==> src/rtl/led_pkg.sv <==
// ============================================================================
// Module      : led_pkg
// Description : Shared types and constants for the LED pattern generator.
// Revision    : 1.0 - initial release
// ============================================================================
`default_nettype none

package led_pkg;

    typedef enum logic [1:0] {
        ROT_L  = 2'd0,
        ROT_R  = 2'd1,
        BOUNCE = 2'd2,
        BLINK  = 2'd3
    } led_mode_e;

    localparam logic DIR_UP = 1'b0;
    localparam logic DIR_DN = 1'b1;

    localparam int PWM_W = 8;

endpackage : led_pkg

`default_nettype wire

==> src/rtl/led_tick_div.sv <==
// ============================================================================
// Module      : led_tick_div
// Description : Step prescaler; pulses tick every TICK_DIV enabled cycles.
// Revision    : 1.0 - initial release
// ============================================================================
`default_nettype none

module led_tick_div #(
    parameter int TICK_DIV = 5_000_000
) (
    input  logic clk_50m,
    input  logic reset_n,
    input  logic en,
    input  logic clr,
    output logic tick
);

    localparam int                c_cnt_w = $clog2(TICK_DIV);
    localparam logic [c_cnt_w-1:0] c_last = c_cnt_w'(TICK_DIV - 1);

    logic [c_cnt_w-1:0] r_cnt;
    logic               w_last;

    assign w_last = (r_cnt == c_last);

    always_ff @(posedge clk_50m or negedge reset_n) begin
        if (!reset_n) begin
            r_cnt <= '0;
        end else if (clr) begin
            r_cnt <= '0;
        end else if (en) begin
            r_cnt <= w_last ? '0 : r_cnt + 1'b1;
        end
    end

    // A clear (mode change) always wins over a coincident tick.
    assign tick = en & w_last & ~clr;

endmodule : led_tick_div

`default_nettype wire

==> src/rtl/led_pattern_gen.sv <==
// ============================================================================
// Module      : led_pattern_gen
// Description : Rotate/bounce/blink LED pattern generator with run/hold.
//               Optional PWM dimming when LED_PWM_DIM_EN is defined.
// Revision    : 1.0 - initial release
// ============================================================================
`default_nettype none

module led_pattern_gen
    import led_pkg::*;
#(
    parameter int LED_NUM  = 6,
    parameter int TICK_DIV = 5_000_000
) (
    input  logic               clk_50m,
    input  logic               reset_n,
    input  logic               en,
    input  logic [1:0]         mode,
`ifdef LED_PWM_DIM_EN
    input  logic [PWM_W-1:0]   duty,
`endif
    output logic               step,
    output logic [LED_NUM-1:0] led
);

    localparam logic [LED_NUM-1:0] c_lsb = LED_NUM'(1);
    localparam logic [LED_NUM-1:0] c_msb = c_lsb << (LED_NUM - 1);

    led_mode_e          r_mode_q;
    logic [LED_NUM-1:0] r_pat;
    logic               r_dir;
    logic               r_step;
    logic [LED_NUM-1:0] r_led;

    logic               w_mode_chg;
    logic               w_tick;
    logic [LED_NUM-1:0] w_rot_l;
    logic [LED_NUM-1:0] w_rot_r;
    logic [LED_NUM-1:0] w_bnc;
    logic               w_bnc_dir;
    logic [LED_NUM-1:0] w_pat_nxt;
    logic               w_dir_nxt;
    logic [LED_NUM-1:0] w_led_nxt;

    assign w_mode_chg = (led_mode_e'(mode) != r_mode_q);

    led_tick_div #(
        .TICK_DIV (TICK_DIV)
    ) u_tick_div (
        .clk_50m (clk_50m),
        .reset_n (reset_n),
        .en      (en),
        .clr     (w_mode_chg),
        .tick    (w_tick)
    );

    generate
        if (LED_NUM == 1) begin : g_single
            assign w_rot_l   = r_pat;
            assign w_rot_r   = r_pat;
            assign w_bnc     = r_pat;
            assign w_bnc_dir = r_dir;
        end else begin : g_multi
            assign w_rot_l   = {r_pat[LED_NUM-2:0], r_pat[LED_NUM-1]};
            assign w_rot_r   = {r_pat[0], r_pat[LED_NUM-1:1]};
            assign w_bnc     = (r_dir == DIR_UP) ? (r_pat << 1) : (r_pat >> 1);
            // Turn around as soon as the hot bit lands on an end LED.
            assign w_bnc_dir = w_bnc[LED_NUM-1] ? DIR_DN :
                               (w_bnc[0] ? DIR_UP : r_dir);
        end
    endgenerate

    always_comb begin
        w_pat_nxt = r_pat;
        w_dir_nxt = r_dir;
        if (w_mode_chg) begin
            w_pat_nxt = '0;
            w_dir_nxt = DIR_UP;
        end else if (w_tick) begin
            if (r_pat == '0) begin
                w_dir_nxt = DIR_UP;
                case (r_mode_q)
                    ROT_R:   w_pat_nxt = c_msb;
                    BLINK:   w_pat_nxt = '1;
                    default: w_pat_nxt = c_lsb;
                endcase
            end else begin
                case (r_mode_q)
                    ROT_L:   w_pat_nxt = w_rot_l;
                    ROT_R:   w_pat_nxt = w_rot_r;
                    BOUNCE: begin
                        w_pat_nxt = w_bnc;
                        w_dir_nxt = w_bnc_dir;
                    end
                    default: w_pat_nxt = ~r_pat;
                endcase
            end
        end
    end

`ifdef LED_PWM_DIM_EN
    logic [PWM_W-1:0] r_pwm_cnt;

    always_ff @(posedge clk_50m or negedge reset_n) begin
        if (!reset_n) begin
            r_pwm_cnt <= '0;
        end else begin
            r_pwm_cnt <= r_pwm_cnt + 1'b1;
        end
    end

    assign w_led_nxt = r_pat & {LED_NUM{r_pwm_cnt < duty}};
`else
    assign w_led_nxt = r_pat;
`endif

    always_ff @(posedge clk_50m or negedge reset_n) begin
        if (!reset_n) begin
            r_mode_q <= ROT_L;
            r_pat    <= '0;
            r_dir    <= DIR_UP;
            r_step   <= 1'b0;
            r_led    <= '0;
        end else begin
            r_mode_q <= led_mode_e'(mode);
            r_pat    <= w_pat_nxt;
            r_dir    <= w_dir_nxt;
            r_step   <= w_tick;
            r_led    <= w_led_nxt;
        end
    end

    assign step = r_step;
    assign led  = r_led;

endmodule : led_pattern_gen

`default_nettype wire
==> config.mk <==
export PLATFORM = sky130hd
export DESIGN_NAME = led_pattern_gen
export DESIGN_NICKNAME = d
export VERILOG_FILES = /design/src/rtl/led_pkg.sv /design/src/rtl/led_tick_div.sv /design/src/rtl/led_pattern_gen.sv
export SDC_FILE = /design/constraint.sdc
export NUM_CORES = 1
export LEC_CHECK = 0
export CAP_MARGIN = 20
export CORE_UTILIZATION = 45
export DETAILED_ROUTE_END_ITERATION = 10
export GPL_ROUTABILITY_DRIVEN = 0
export PLACE_DENSITY = 0.7
export SLEW_MARGIN = 40
export SYNTH_ARGS = -nofsm -noshare
export SYNTH_HDL_FRONTEND = slang
export SYNTH_SLANG_ARGS = --single-unit
==> constraint.sdc <==
create_clock -name clk_50m -period 3 [get_ports clk_50m]
set_input_delay 0.6 -clock clk_50m [delete_from_list [all_inputs] [get_ports clk_50m]]
set_output_delay 0.6 -clock clk_50m [all_outputs]
set_load 0.05 [all_outputs]
==> flow_summary.toml, run 1 <==
[worst_setup_path]
r2r-start = "r_mode_q[1]$_DFF_PN0_"
crit_fanout = 15
cp.required_ns = 3.23
start_kind = "input port"
endpoint_kind = "flip-flop"
cp.arrival_ns = 2.49
crit_path_start = "mode[1]"
crit_type = "input port to flip-flop"

[synth]
netlist_area_um2 = 2170
synth_seq_cells = 39
synthCells = 225
synth_cell_types = 51
ys_seq_area_share_pct = 45.0
synth_edf_count = 0
syn-num-nets = 231
ys_async_sr_fraction_pct = 100
syn_area_per_cell_um2 = 9.64
synthFlopType = "dfrtp_1"
yosysWarningCount = 0

[cells_and_area]
insertedDiodeCount = 0
synthToLayoutAreaGrowth_pct = 13.2
drive_above_1_share_pct = 9.96
fin_cells = 293
nNetsFinal = 246

[die]
pin_count = 12
coreArea_um2 = 4500
fp.dieH_um = 71.4
die-area_um2 = 5100
start_util_pct = 48.1
die_x_um = 71.4
num_rows = 24

[detailed_routing]
wl_per_cell_um = 16.0
vias_per_cell = 6.23
drc_errors = 0
antenna_left = 0
first_pass_iters = 4
drt_iter0_markers = 142
vias = 1826
wl_um = 4690

[clocking]
hold_buffers = 0
clock_latency_ns = 0.30
tritoncts = "built"
ctsRootBufferMaster = "clkbuf_8"
numCtsBuffers = 5
cts_resized = 0
clk_pin_slew_worst_paths_ns = 0.08
clkSinkCount = 39
cts-htree-levels = 2
post_cts_buffers = 0
clock_path_buffers = 2

[worst_hold_path]
hold_class = "input port to async pin"

[grt]
grt_max_degree = 40
grt_pass1_wl_um = 8420
antenna_found_initial = 0
grt-ovfl-total = 0
grt_pass1_vias = 1758
track_usage_pct = 21.1

[timing]
relSlewSlack_pct = 56.0
fmax_ghz = 0.442
worst_slew_pin_slew_ns = 0.655
rsz0062_at_grt = "no"
setup_violations = 0
finalCritPeriodShare_pct = 75.5
finalHoldViolations = 0
drv_slew = 0
fin_worst_skew_ns = 0.00742
period_needed_ns = 2.26
fin_tns_setup_ns = 0

[place]
numPortBuffers = 11
dpl.hpwl_um = 3210
placedCellCount = 285

[pwr]
leakage_uw = 0.000936
ir_drop_mv = 0.269
p_per_area_nw_per_um2 = 427

[status]
status = "finished, final reports clean"

[flow_run]
maxCapViolations = 0
## layout make-up
| type | instances | area (um^2) |
|---|---|---|
| timing repair buffer | 15 | 138 |
| sequential | 39 | 976 |
| tap | 52 | 65.1 |
| fill | 407 | 2050 |
| inverter | 9 | 33.8 |
| multi-input combinational | 170 | 1130 |
| clock inverter | 3 | 43.8 |
| clock buffer | 5 | 68.8 |
## synthesized netlist by cell type, drive strengths merged, types with 6 or more instances
library cell / n / area, um^2
a21oi: 29 / 145
o31ai: 8 / 60.1
nand2b: 6 / 37.5
nand2: 13 / 48.8
or3: 8 / 50.1
nor2: 9 / 33.8
inv: 8 / 30.0
and3: 6 / 37.5
or4: 7 / 52.6
dfrtp: 39 / 976
o21ai: 12 / 63.8
## logic make-up (layout without fill, tap and decap cells)
kind of cell	count (synthesis)	in the layout	share of synthesized area [%]
xor+xnor	7	7	3.52
simple gates	86	86	23.5
flops	39	39	45.0
fa+ha+maj	1	1	0.577
compound gates	70	70	20.9
buf+inv	16	32	3.40
mux	6	6	3.00
## stage by stage
stage / instance area, um^2 / total power, uW / hold WS, ns / setup slack [ns] / util [%]
after detailed placement: 2330 / 610 / 0.460 / 0.333 / 51.7
after CTS: 2440 / 1060 / 0.287 / 0.642 / 54.3
final: 2450 / 1050 / 0.268 / 0.736 / 54.5
after global placement: 2330 / 608 / 0.476 / 0.389 / 51.7
after floorplan: 2170 / 581 / 0.304 / 1.21 / -
after global routing: 2450 / 1090 / 0.309 / 0.613 / 54.5
## registers in the layout, summed over array words and instances, names as in the netlist
register,cells
r_mode_q,2
led,6
r_pat,6
step,1
u_tick_div.r_cnt,23
r_dir,1
## final timing paths
path | to | slack, ns | cells past startpoint
max in group asynchronous | u_tick_div.r_cnt[5]$_DFFE_PN0P_ | 2.39 | 1
hold / removal | u_tick_div.r_cnt[15]$_DFFE_PN0P_ | 0.27 | 1
setup / recovery | u_tick_div.r_cnt[9]$_DFFE_PN0P_ | 0.74 | 5
setup reg to reg | u_tick_div.r_cnt[9]$_DFFE_PN0P_ | 0.87 | 4
hold reg to reg | led[0]$_DFF_PN0_ | 0.49 | 0
min in group clk_50m | led[0]$_DFF_PN0_ | 0.49 | 0
## cells in the final DEF, fill, tap and decap left out, drive strengths merged, types with 2 or more instances in the layout
cell type and count:
a2111o 2, nand4 5, nand3 5, and2 4, nand2 13, or3 8
or4 7, and4 5, o21ai 12, or2 2, mux2i 2, xnor2 2
and3 6, nor3 4, o31a 2, clkdlybuf4s50 10, dfrtp 39, clkbuf 5
o311ai 5, clkinv 3, nor4 4, o31ai 8, mux2 4, inv 8
o41ai 2, nor2 9, xor2 5, nor2b 2, a211oi 4, a21oi 29
nand2b 6, buf 5
## metal layers
metal  wire length, um  GRT usage [%]  vias to the layer above  part of all wire, %
met5                 0              0                        -                    0
met4                63           7.33                        0                  1.3
met3               230           4.36                        6                  4.9
met2              2050           32.0                       42                   44
met1              2350           30.2                      886                   50
li1                  -              -                      892                    -
## worst max-delay path, cell delays in order
cell and delay (ns):
clkdlybuf4s50_1 0.52, xor2_2 0.41, o311ai_4 0.26, or4_1 0.52
a31oi_1 0.18
## where the power goes
part           switching (uW)  total (uW)  internal (uW)
sequential               5.89         534            528
combinational            47.0        66.5           19.5
clock                     199         447            248
total                     252        1050            795
Note: power is estimated with default switching activity, not from simulation.
==> inputs of run 2 (changes only) <==
Settings changed: PLACE_DENSITY 0.7 to 0.72.
Clock period 3 ns to 2 ns, I/O delays scaled along.
==> flow_summary.toml, run 2 (synthesis gave the netlist of run 1 again) <==
[timing]
finalHoldViolations = 0
fin_worst_skew_ns = 0.0108
period_needed_ns = 1.92
worst_slew_pin_slew_ns = 0.495
rsz0062_at_grt = "yes"
drv_slew = 0
relSlewSlack_pct = 66.7
layout_setup_ws_ns = 0.0788
fmax_ghz = 0.521
fin_tns_setup_ns = 0
finalCritPeriodShare_pct = 96.1
setup_violations = 0

[clocking]
clkSinkCount = 39
cts-htree-levels = 2
clock_path_buffers = 2
clock_latency_ns = 0.30
ctsRootBufferMaster = "clkbuf_8"
tritoncts = "built"
hold_buffers = 0
numCtsBuffers = 5
clk_pin_slew_worst_paths_ns = 0.08

[flow_run]
maxCapViolations = 0

[place]
dpl_worst_slack_ns = -0.221
dpl.hpwl_um = 3640
numPortBuffers = 11

[pwr]
ir_drop_mv = 0.455
report.power.total_uw = 1620
p_per_area_nw_per_um2 = 615
p_sw_share_pct = 22.8
p_int_uw = 1250
clock_power_share_pct = 42.5
sequentialPowerShare_pct = 49.2
p_switching_uw = 370
leakage_uw = 0.00105
combPwrFrac_pct = 8.3

[cells_and_area]
drive_above_1_share_pct = 18.6
nNetsFinal = 268
largest_reg_flops = 23
insertedDiodeCount = 0
final_common_cell = "dfrtp_1"
final_cell_mix = "38 x dfrtp_1, 29 x a21oi_1, 25 x buf_4, 13 x nand2_1, 11 x o21ai_0"
regMostFlops = "u_tick_div.r_cnt"
synthToLayoutAreaGrowth_pct = 21.6
fillers = 401

[detailed_routing]
wl_per_cell_um = 16.1
first_pass_iters = 4
vias = 1909
antenna_left = 0
drt_iter0_markers = 185
drc_errors = 0
vias_per_cell = 6.06
wl_um = 5060

[die]
pin_count = 12
num_rows = 24
die_x_um = 71.4
die-area_um2 = 5100
fp.dieH_um = 71.4
start_util_pct = 48.1
coreArea_um2 = 4500

[worst_hold_path]
hold_class = "input port to async pin"

[status]
status = "finished, final reports clean"

[grt]
antenna_found_initial = 0
track_usage_pct = 22.1
grt_pass1_vias = 1821
grt-ovfl-total = 0
grt_pass1_wl_um = 8680
grt_max_degree = 21

[worst_setup_path]
crit_type = "input port to flip-flop"
cp.arrival_ns = 2.14
endpoint_kind = "flip-flop"
cp.required_ns = 2.22
start_kind = "input port"
crit_fanout = 11
-- run 2: critical path, stage by stage --
cell and delay, ns:
clkdlybuf4s50_1 0.51, xor2_2 0.19, buf_4 0.18, o311ai_1 0.11
buf_4 0.19, or4_1 0.40, a21oi_1 0.15
-- run 2: stage by stage --
| stage | hold WS, ns | cells | cell area (um^2) | utilization [%] |
|---|---|---|---|---|
| final | 0.0443 | 315 | 2640 | 58.6 |
| after global routing | 0.0857 | 315 | 2640 | 58.6 |
| after CTS | 0.0625 | 315 | 2620 | 58.3 |
| after detailed placement | 0.378 | 307 | 2510 | 55.6 |
| after global placement | 0.375 | 307 | 2510 | 55.6 |
| after floorplan | 0.104 | 225 | 2170 | - |
-- run 2: power by group through the flow --
stage                     registers (uW)  clock network (uW)  logic, uW
after global routing                 799                 733        150
after global placement               813                   0        134
final                                798                 689        135
after floorplan                      813                   0       59.0
after detailed placement             813                   0        134
after CTS                            798                 694        135
-- run 2: metal layers --
layer	routed length, um	global-route usage [%]
met4	45	6.00
met3	275	4.22
met2	2240	33.0
met1	2510	32.8
met5	0	0
-- run 2: area by class of cell --
cell class,instances,area (um^2),area share [%]
well taps,52,65.1,2.47
repair buffers,37,313,11.9
clock buffers,6,82.6,3.13
flip-flops and latches,39,977,37.0
inverters,9,33.8,1.28
clock inverters,2,35.0,1.33
multi-input cells,170,1130,42.9
-- run 2: worst paths after layout --
check | to | cells past startpoint | slack [ns] | from
min reg2reg | led[5]$_DFF_PN0_ | 0 | 0.50 | r_pat[5]$_DFFE_PN0P_
min | r_pat[0]$_DFFE_PN0P_ | 1 | 0.04 | reset_n
max | u_tick_div.r_cnt[20]$_DFFE_PN0P_ | 7 | 0.08 | mode[1]
max reg2reg | u_tick_div.r_cnt[8]$_DFFE_PN0P_ | 4 | 0.14 | u_tick_div.r_cnt[6]$_DFFE_PN0P_
min in group clk_50m | led[5]$_DFF_PN0_ | 0 | 0.50 | r_pat[5]$_DFFE_PN0P_
max in group asynchronous | u_tick_div.r_cnt[7]$_DFFE_PN0P_ | 2 | 1.50 | reset_n
-- run 2: timing repair --
action                     4_1_cts  5_1_grt
setup buffers                    0        0
resized for setup                0        3
setup endpoints to repair        0        3
